`config.mk`:
```
export PLATFORM = sky130hd
export DESIGN_NAME = nibble_seq_add16_flat
export DESIGN_NICKNAME = d
export VERILOG_FILES = /design/src/rtl/nibble_seq_add16_if.sv /design/src/rtl/nibble_seq_add16.sv /design/src/flat_wrapper.sv
export SDC_FILE = /design/constraint.sdc
export NUM_CORES = 1
export LEC_CHECK = 0
export CAP_MARGIN = 5
export CORE_MARGIN = 2
export CORE_UTILIZATION = 51
export CTS_CLUSTER_DIAMETER = 60
export DETAILED_ROUTE_END_ITERATION = 12
export PLACE_DENSITY = 0.87
export SYNTH_ARGS = -nofsm -noshare
export SYNTH_HDL_FRONTEND = slang
export SYNTH_SLANG_ARGS = --single-unit
```
`constraint.sdc`:
```
create_clock -name clk -period 3.4 [get_ports clk]
set_input_delay 0.51 -clock clk [delete_from_list [all_inputs] [get_ports clk]]
set_output_delay 0.51 -clock clk [all_outputs]
set_load 0.01 [all_outputs]
```
`src/rtl/nibble_seq_add16_if.sv`:
```
// Handshake and operand/result bundle for the nibble-serial 16-bit adder.
// The master drives requests and operands; the slave returns status and results.
interface nibble_seq_add16_if;
  logic        start;
  logic [15:0] a;
  logic [15:0] b;
  logic        cin;
  logic        sub;
  logic        busy;
  logic        done;
  logic [15:0] sum;
  logic        cout;
  logic        ovf;

  modport master (
    output start, a, b, cin, sub,
    input  busy, done, sum, cout, ovf
  );

  modport slave (
    input  start, a, b, cin, sub,
    output busy, done, sum, cout, ovf
  );
endinterface

```
`src/rtl/nibble_seq_add16.sv`:
```
// 16-bit add/subtract built from one 4-bit slice reused over four cycles; done 4 cycles after start.
// No backpressure: start is ignored while busy, and a new request is accepted in the done cycle.
module nibble_seq_add16 (
  input  logic               clk,
  input  logic               rst,
  nibble_seq_add16_if.slave  bus
);

  typedef enum logic [1:0] {
    IDLE = 2'd0,
    RUN  = 2'd1,
    DONE = 2'd2
  } state_t;

  state_t      state_q, state_d;
  logic [15:0] a_q, a_d;
  logic [15:0] b_q, b_d;
  logic        carry_q, carry_d;
  logic [15:0] acc_q, acc_d;
  logic [1:0]  idx_q, idx_d;
  logic [15:0] sum_q, sum_d;
  logic        cout_q, cout_d;
  logic        ovf_q, ovf_d;

  logic [3:0]  a_nib;
  logic [3:0]  b_nib;
  logic [4:0]  slice;

  // The single shared 4-bit adder slice, steered by the nibble index.
  assign a_nib = a_q[{idx_q, 2'b00} +: 4];
  assign b_nib = b_q[{idx_q, 2'b00} +: 4];
  assign slice = {1'b0, a_nib} + {1'b0, b_nib} + {4'b0000, carry_q};

  always_comb begin
    state_d = state_q;
    a_d     = a_q;
    b_d     = b_q;
    carry_d = carry_q;
    acc_d   = acc_q;
    idx_d   = idx_q;
    sum_d   = sum_q;
    cout_d  = cout_q;
    ovf_d   = ovf_q;

    case (state_q)
      IDLE, DONE: begin
        if (bus.start) begin
          a_d     = bus.a;
          b_d     = bus.sub ? ~bus.b : bus.b;
          carry_d = bus.sub ? 1'b1 : bus.cin;
          acc_d   = '0;
          idx_d   = 2'd0;
          state_d = RUN;
        end else begin
          state_d = IDLE;
        end
      end

      RUN: begin
        acc_d[{idx_q, 2'b00} +: 4] = slice[3:0];
        carry_d = slice[4];
        idx_d   = idx_q + 2'd1;
        if (idx_q == 2'd3) begin
          sum_d   = {slice[3:0], acc_q[11:0]};
          cout_d  = slice[4];
          ovf_d   = (a_q[15] == b_q[15]) && (slice[3] != a_q[15]);
          state_d = DONE;
        end
      end

      default: state_d = IDLE;
    endcase
  end

  always_ff @(posedge clk) begin
    if (rst) begin
      state_q <= IDLE;
      a_q     <= '0;
      b_q     <= '0;
      carry_q <= 1'b0;
      acc_q   <= '0;
      idx_q   <= 2'd0;
      sum_q   <= '0;
      cout_q  <= 1'b0;
      ovf_q   <= 1'b0;
    end else begin
      state_q <= state_d;
      a_q     <= a_d;
      b_q     <= b_d;
      carry_q <= carry_d;
      acc_q   <= acc_d;
      idx_q   <= idx_d;
      sum_q   <= sum_d;
      cout_q  <= cout_d;
      ovf_q   <= ovf_d;
    end
  end

  assign bus.busy = (state_q == RUN);
  assign bus.done = (state_q == DONE);
  assign bus.sum  = sum_q;
  assign bus.cout = cout_q;
  assign bus.ovf  = ovf_q;

endmodule
```
`src/flat_wrapper.sv`:
```
// flat-port wrapper written by rule: the top's interface ports become plain ports
module nibble_seq_add16_flat 
  (clk, rst, bus_start, bus_a, bus_b, bus_cin, bus_sub, bus_busy, bus_done, bus_sum, bus_cout, bus_ovf);
  nibble_seq_add16_if bus_i ();
  input  logic clk;
  input  logic rst;
  input wire logic [$bits(bus_i.start)-1:0] bus_start;
  input wire logic [$bits(bus_i.a)-1:0] bus_a;
  input wire logic [$bits(bus_i.b)-1:0] bus_b;
  input wire logic [$bits(bus_i.cin)-1:0] bus_cin;
  input wire logic [$bits(bus_i.sub)-1:0] bus_sub;
  output wire logic [$bits(bus_i.busy)-1:0] bus_busy;
  output wire logic [$bits(bus_i.done)-1:0] bus_done;
  output wire logic [$bits(bus_i.sum)-1:0] bus_sum;
  output wire logic [$bits(bus_i.cout)-1:0] bus_cout;
  output wire logic [$bits(bus_i.ovf)-1:0] bus_ovf;
  assign bus_i.start = bus_start;
  assign bus_i.a = bus_a;
  assign bus_i.b = bus_b;
  assign bus_i.cin = bus_cin;
  assign bus_i.sub = bus_sub;
  assign bus_busy = bus_i.busy;
  assign bus_done = bus_i.done;
  assign bus_sum = bus_i.sum;
  assign bus_cout = bus_i.cout;
  assign bus_ovf = bus_i.ovf;
  nibble_seq_add16 u_core (.clk(clk), .rst(rst), .bus(bus_i));
endmodule
```
==> results of run 1 <==
[through the flow]
step           instance area [sq um]  instances  util [%]
2_1_floorplan                   2898        325         -
3_3_place_gp                    3471        432     63.03
3_5_place_dp                    3471        432     63.03
4_1_cts                         3620        445     65.74
5_1_grt                         3620        445     65.74
6_report                        3620        445     65.74
[worst max-delay path by stage]
stage / startpoint / end
2_1_floorplan: u_core.idx_q[0] / u_core.bus.ovf
3_3_place_gp: u_core.idx_q[0] / u_core.bus.ovf
3_5_place_dp: u_core.idx_q[0] / u_core.bus.ovf
4_1_cts: u_core.idx_q[0] / u_core.bus.ovf
5_1_grt: u_core.idx_q[0] / u_core.bus.ovf
6_report: u_core.idx_q[0] / u_core.bus.ovf
[sequential cells by signal, summed over array words and instances (netlist names)]
| name | cells |
|---|---|
| u_core.a_q | 16 |
| u_core.acc_q | 12 |
| u_core.b_q | 16 |
| u_core.bus.cout | 1 |
| u_core.bus.ovf | 1 |
| u_core.bus.sum | 16 |
| u_core.carry_q | 1 |
| u_core.idx_q | 2 |
| u_core.state_q | 2 |
[worst max-delay path: cells and delay by family (launching register included)]
family          cells  cell delay (ns)
compound gates      3             0.55
fa+ha+maj           1             0.36
flops               1             0.72
mux                 1             0.59
simple gates        1             0.48
[cells in the final DEF (no fill, tap or decap), types with 2 or more instances in the layout]
master	synthesis	layout
and3_1	2	2
buf_4	0	3
a21oi_1	37	37
clkbuf_1	14	3
o21ai_0	4	4
dfxtp_1	67	67
nand3b_1	4	4
mux4_2	8	8
a211oi_1	17	17
nor3_1	2	2
fa_1	2	2
a22oi_1	10	10
o31ai_1	2	2
nor2b_1	5	4
ha_1	7	7
nand2_1	61	61
clkbuf_8	0	10
clkdlybuf4s50_1	0	55
nand2b_1	4	4
xnor2_1	17	17
nor2_1	32	32
inv_1	8	8
[final cells by class]
type / instances / area, sq um / area share [%]
clock buffers: 13 / 148.9 / 4.113
well taps: 72 / 90.09 / 2.489
inverters: 8 / 30.03 / 0.8296
flip-flops and latches: 67 / 1341 / 37.06
multi-input cells: 226 / 1431 / 39.54
repair buffers: 59 / 578.1 / 15.97
[power breakdown]
group / internal, mW / switching [mW]
sequential: 0.821 / 0.0281
combinational: 0.119 / 0.119
clock: 0.273 / 0.261
[per-layer routing]
metal	track usage [%]	routed length (um)
met5	0	0
met4	9.483	118
met3	3.846	281
met2	36.36	3086
met1	23.51	2485
[cells by family (layout without fill, tap and decap cells)]
kind of cell / after synthesis / count (layout) / synth area share [%]
xor gates and xnor gates: 17 / 17 / 5.138
and+or+nand+nor: 118 / 118 / 17.75
muxes: 8 / 8 / 6.218
buffers and inverters: 32 / 80 / 4.577
adders and majority gates: 9 / 9 / 4.404
DFF: 67 / 67 / 46.29
AOI/OAI and AO/OA: 74 / 74 / 15.63
==> impl_metrics.toml, run 1 <==
[status]
status = "completed"

[worst_setup_path]
arrival_ns = 3.04
cp-end-kind = "register"
crit_path_max_fanout = 14
rr_worst_depth = 6
worstReg2RegEnd = "u_core.bus.ovf"
reg2reg_slack_ns = 0.60
r2r_start = "u_core.idx_q[0]"
required_ns = 3.64
crit_top_cell = "a21oi_1"
startpoint_type = "register"
cpMaxStageDelayCell = "dfxtp_1"
crit_type = "register to register"
critPathMaxStageDelay_ns = 0.72
cp_cell_sequence = "mux4_2, ha_1, a21oi_1, a21oi_1, or4_1, a311oi_1"

[clock_tree]
cts.repair.resized = 0
htree_levels = 3
cts_buffers = 9
post_cts_buffers = 0
cts.path.max_buffers = 2
hold_buffers = 0
insertion_delay_ns = 0.33
cts-root-buf = "clkbuf_8"
path_clk_slew_ns = 0.06
cts_tree = "done"
numClockSinks = 67

[yosys]
synth-main-ff-cell = "dfxtp_1"
ys_seq_area_share_pct = 46.29
synth-async-reset-ratio_pct = 0
syn_area_sq_mm = 0.002898
synth_top_area_cell = "dfxtp_1"
synthCells = 325
ys_seq_elements = 67
synth_area_leaders = "dfxtp_1 (46%), nand2_1 (7.9%), a21oi_1 (6.4%)"
synth_edf_count = 0
yosysMostFrequentCell = "dfxtp_1"
syn_area_per_cell_sq_um = 8.916
yosys_warnings = 0
synth_commonest_cells = "dfxtp_1 (67), nand2_1 (61), a21oi_1 (37), nor2_1 (32)"
synth_cell_types = 32
synth_fp_nets = 371
synth_top_area_share_pct = 46.29

[power]
p_leak_nw = 1.271
post-layout-total-power_mw = 1.620
power_density_mw_per_mm2 = 447.6
ir_drop_v = 0.0002905

[timing]
fin_ws_ns = 0.6041
max_freq_ghz = 0.3577
timing.hold.ws_ns = 0.4544
post-route-period-util_pct = 82.23
fin_crit_ns = 2.796
rsz0062_at_grt = "no"
hold_violations = 0
slew_headroom_pct = 39.94
setup-tns-final_ns = 0
fin_worst_skew_ns = 0.003171
worst_pin_slew_ns = 0.9009
slew_viol_final = 0
finalSetupViolCount = 0

[run]
maxCapViolCount = 0

[global_routing]
grt_pass1_wl_um = 9853
grt_overflow_total = 0
grt_util_all_layers_pct = 20.37
grt_antenna_before_repair = 0
grt_pass1_vias = 2230
grt_max_degree = 56

[routing]
dr.pass1.iters = 4
drt_wl_total_um = 5972
ant_nets = 0
drc = 0
viasPerCell = 5.247
wl_per_cell_um = 13.42
vias = 2335
drtIter0Drc = 99

[hold_path]
hp-class = "register to register"
hold_depth = 2
min_from = "u_core.acc_q[10]"
hold_end = "u_core.bus.sum[10]"

[placement]
gp_congestion = 0.8669
port_buffers = 56
dp_slack_ns = 0.6254
dp_hpwl_um = 4360

[floorplan]
chipHeight_um = 79.38
die_w_um = 79.38
pin_count = 57
start_util_pct = 52.62
placementRows = 27
fp.dieArea_sq_mm = 0.006301
fp.coreArea_sq_mm = 0.005507

[final_layout]
diodes = 0
drive_gt1_share_pct = 6.702
areaGrowthSynthToFinish_pct = 24.91
finalNetCount = 417
nFillCells = 484
Power figures use the tool's default switching activity.
==> inputs of run 2 (changes only) <==
==> constraint.sdc (replaced) <==
create_clock -name clk -period 2.8 [get_ports clk]
set_input_delay 0.42 -clock clk [delete_from_list [all_inputs] [get_ports clk]]
set_output_delay 0.42 -clock clk [all_outputs]
set_load 0.01 [all_outputs]
==> impl_metrics.toml, run 2 (synthesis results as in run 1) <==
[clock_tree]
numClockSinks = 67
post_cts_buffers = 0
insertion_delay_ns = 0.33
cts-root-buf = "clkbuf_8"
cts.repair.resized = 0
cts_buffers = 9
cts_tree = "done"
htree_levels = 3
cts.path.max_buffers = 2
hold_buffers = 0
path_clk_slew_ns = 0.07

[status]
status = "completed"

[floorplan]
start_util_pct = 52.62
fp.coreArea_sq_mm = 0.005507
placementRows = 27
chipHeight_um = 79.38
die_w_um = 79.38
pin_count = 57
fp.dieArea_sq_mm = 0.006301

[worst_setup_path]
crit_path_max_fanout = 8
rr_worst_depth = 6
required_ns = 3.05
arrival_ns = 2.76
cp-end-kind = "register"
crit_type = "register to register"
startpoint_type = "register"

[timing]
slew_headroom_pct = 55.99
timing.hold.ws_ns = 0.4541
hold_violations = 0
finalSetupViolCount = 0
setup-tns-final_ns = 0
fin_worst_skew_ns = 0.006898
worst_pin_slew_ns = 0.6601
max_freq_ghz = 0.3980
post-route-period-util_pct = 89.74
fin_crit_ns = 2.513
rsz0062_at_grt = "no"
slew_viol_final = 0
fin_ws_ns = 0.2874

[placement]
place_area_sq_mm = 0.003513
place_inst = 436
dp_hpwl_um = 4540
gp_congestion = 0.8932
dp_slack_ns = 0.1678
port_buffers = 56

[power]
power.internal_mw = 1.484
pwr-share-comb_pct = 15.4
power_density_mw_per_mm2 = 545.3
seq_power_share_pct = 51.4
p_sw_mw = 0.5194
post-layout-total-power_mw = 2.004
pwr-share-clk_pct = 33.3
ir_drop_v = 0.0004337
p_leak_nw = 1.306
swShare_pct = 25.92

[final_layout]
layout.cells.non_filler = 451
final_util_pct = 66.73
stdcell_area_sq_mm = 0.003675
drive_gt1_share_pct = 8.707
areaGrowthSynthToFinish_pct = 26.81
final_common_cell = "dfxtp_1"
finalNetCount = 421
nFillCells = 447
final_cell_mix = "dfxtp_1 (66), nand2_1 (61), clkdlybuf4s50_1 (55), a21oi_1 (37), nor2_1 (32)"
diodes = 0

[run]
maxCapViolCount = 0

[global_routing]
grt_util_all_layers_pct = 22.26
grt_max_degree = 54
grt_overflow_total = 0
grt_pass1_vias = 2395
grt_pass1_wl_um = 10630
grt_antenna_before_repair = 0

[routing]
drtIter0Drc = 133
drt_wl_total_um = 6300
drc = 0
vias = 2415
ant_nets = 0
wl_per_cell_um = 13.97
viasPerCell = 5.355
dr.pass1.iters = 4

[hold_path]
hp-class = "register to register"
hold_depth = 2
[run 2: changes by cell type in the layout (fill, tap and decap cells not counted), sizes merged]
cell / before / now
buf: 4 / 8
clkinv: 0 / 3
clkbuf: 13 / 12
[run 2: per-layer routing]
| metal | wire length (um) | track usage, % |
|---|---|---|
| met1 | 2453 | 24.16 |
| met2 | 3191 | 38.90 |
| met3 | 454 | 7.014 |
| met4 | 201 | 11.38 |
| met5 | 0 | 0 |
[run 2: power by group through the flow]
stage                     registers (mW)  logic [mW]  clock network (mW)
after global routing                1.03       0.341               0.726
final                               1.03       0.308               0.667
after CTS                           1.03       0.307               0.692
after global placement              1.05       0.293                   0
after floorplan                     1.03       0.200                   0
after detailed placement            1.05       0.303                   0
[run 2: layout make-up]
class	count	area (sq um)	share of cell area [%]
Multi-Input combinational cell	226	1431	38.95
Sequential cell	67	1343	36.53
Timing Repair Buffer	63	620.6	16.89
Clock buffer	12	145.1	3.950
Tap cell	72	90.09	2.451
Inverter	8	30.03	0.8172
Clock inverter	3	15.01	0.4086
[run 2: worst max-delay path, stage by stage, from the launching register on]
cell,delay (ns)
dfxtp_2,0.46
mux4_2,0.54
ha_1,0.37
a21oi_1,0.18
a21oi_1,0.12
or4_1,0.50
a311oi_1,0.26
[run 2: path summary, 6_finish.rpt]
kind | slack [ns] | startpoint | to
max reg2reg | 0.29 | u_core.idx_q[0] | u_core.bus.ovf
min reg2reg | 0.45 | u_core.bus.sum[9] | u_core.bus.sum[9]
min | 0.45 | u_core.bus.sum[9] | u_core.bus.sum[9]
max | 0.29 | u_core.idx_q[0] | u_core.bus.ovf
==> inputs of run 3 (changes only) <==
--- a/config.mk
+++ b/config.mk
@@ -7,10 +7,10 @@
 export LEC_CHECK = 0
 export CAP_MARGIN = 5
 export CORE_MARGIN = 2
-export CORE_UTILIZATION = 51
+export CORE_UTILIZATION = 30
 export CTS_CLUSTER_DIAMETER = 60
 export DETAILED_ROUTE_END_ITERATION = 12
-export PLACE_DENSITY = 0.87
+export PLACE_DENSITY = 0.59
 export SYNTH_ARGS = -nofsm -noshare
 export SYNTH_HDL_FRONTEND = slang
 export SYNTH_SLANG_ARGS = --single-unit
==> impl_metrics.toml, run 3 (synthesis results as in run 1) <==
[status]
status = "completed"

[floorplan]
die_w_um = 102.3
start_util_pct = 31.07
pin_count = 57
placementRows = 35
chipHeight_um = 102.3
fp.coreArea_sq_mm = 0.009328
fp.dieArea_sq_mm = 0.01046

[global_routing]
grt_pass1_wl_um = 10850
grt_overflow_total = 0
grt_antenna_before_repair = 0
grt_util_all_layers_pct = 13.31
grt_pass1_vias = 2242
grt_max_degree = 46

[clock_tree]
cts_buffers = 9
post_cts_buffers = 0
cts.path.max_buffers = 2
numClockSinks = 67
path_clk_slew_ns = 0.07
htree_levels = 3
insertion_delay_ns = 0.34
cts-root-buf = "clkbuf_8"
cts_tree = "done"

[worst_setup_path]
crit_path_max_fanout = 7
arrival_ns = 2.71
crit_type = "register to register"
startpoint_type = "register"
required_ns = 3.04
cp-end-kind = "register"

[placement]
dp_slack_ns = 0.1905
dp_hpwl_um = 4830
gp_congestion = 0.8983
port_buffers = 56

[timing]
fin_crit_ns = 2.475
rsz0062_at_grt = "no"
fin_ws_ns = 0.3247
slew_viol_final = 0
setup-tns-final_ns = 0
slew_headroom_pct = 47.87
worst_pin_slew_ns = 0.7819
hold_violations = 0
finalSetupViolCount = 0
post-route-period-util_pct = 88.40
fin_worst_skew_ns = 0.006389
max_freq_ghz = 0.4040

[final_layout]
areaGrowthSynthToFinish_pct = 32.08
drive_gt1_share_pct = 9.948
diodes = 0
finalNetCount = 423
final_common_cell = "dfxtp_1"
final_cell_mix = "dfxtp_1 (66), nand2_1 (61), clkdlybuf4s50_1 (55), a21oi_1 (37), nor2_1 (32)"
nFillCells = 967

[routing]
vias = 2349
drc = 0
viasPerCell = 4.597
dr.pass1.iters = 4
wl_per_cell_um = 12.56
drt_wl_total_um = 6418
ant_nets = 0
drtIter0Drc = 79

[hold_path]
hp-class = "register to register"

[power]
power_density_mw_per_mm2 = 580.2
post-layout-total-power_mw = 2.221
ir_drop_v = 0.0002490
p_leak_nw = 1.339

[run]
maxCapViolCount = 0
==> run 3: critical path: stages (launching register included) <==
cell and delay (ns):
dfxtp_2 0.45, mux4_2 0.53, ha_1 0.36, a21oi_1 0.17
a21oi_1 0.11, or4_1 0.47, a311oi_1 0.28
==> run 3: through the flow <==
stage / hold WS (ns) / instances / area, sq um / util [%]
global placement: 0.4419 / 495 / 3600 / 38.59
CTS: 0.4565 / 511 / 3826 / 41.02
global route: 0.4797 / 511 / 3827 / 41.03
finish: 0.4516 / 511 / 3827 / 41.03
detailed placement: 0.4468 / 495 / 3600 / 38.59
floorplan: 0.4316 / 325 / 2898 / -
==> run 3: routing by layer <==
| metal | wire length, um | vias to the layer above | track usage, % |
|---|---|---|---|
| met5 | 0 | - | 0 |
| met4 | 52 | 0 | 3.077 |
| met3 | 400 | 5 | 4.241 |
| met2 | 2961 | 69 | 21.36 |
| met1 | 3004 | 1059 | 17.58 |
| li1 | - | 1216 | - |
==> run 3: final timing paths <==
path / from / slack [ns] / end / depth (start not counted)
worst max-delay path: u_core.idx_q[0] / 0.32 / u_core.bus.ovf / 6
worst min register to register: u_core.bus.sum[2] / 0.45 / u_core.bus.sum[2] / 2
worst max register to register: u_core.idx_q[0] / 0.32 / u_core.bus.ovf / 6
worst min-delay path: u_core.bus.sum[2] / 0.45 / u_core.bus.sum[2] / 2
==> run 3: cell type report <==
| cell class | count | area (sq um) | area share, % |
|---|---|---|---|
| Clock inverter | 6 | 88.84 | 2.321 |
| Inverter | 8 | 30.03 | 0.7846 |
| Clock buffer | 10 | 137.6 | 3.596 |
| Tap cell | 129 | 161.4 | 4.217 |
| Sequential cell | 67 | 1343 | 35.08 |
| Multi-Input combinational cell | 226 | 1431 | 37.40 |
| Timing Repair Buffer | 65 | 635.6 | 16.61 |
==> run 3: where the power goes <==
part	internal, mW	leakage [nW]	switching [mW]	total, mW
Combinational	0.154	0.683	0.153	0.307
Sequential	0.996	0.547	0.0307	1.03
Clock	0.525	0.108	0.362	0.887
==> run 3: timing repair <==
action / 4_1_cts / 5_1_grt
resized for setup: 0 / 1
setup endpoints to repair: 0 / 1
hold buffers: 0 / 0
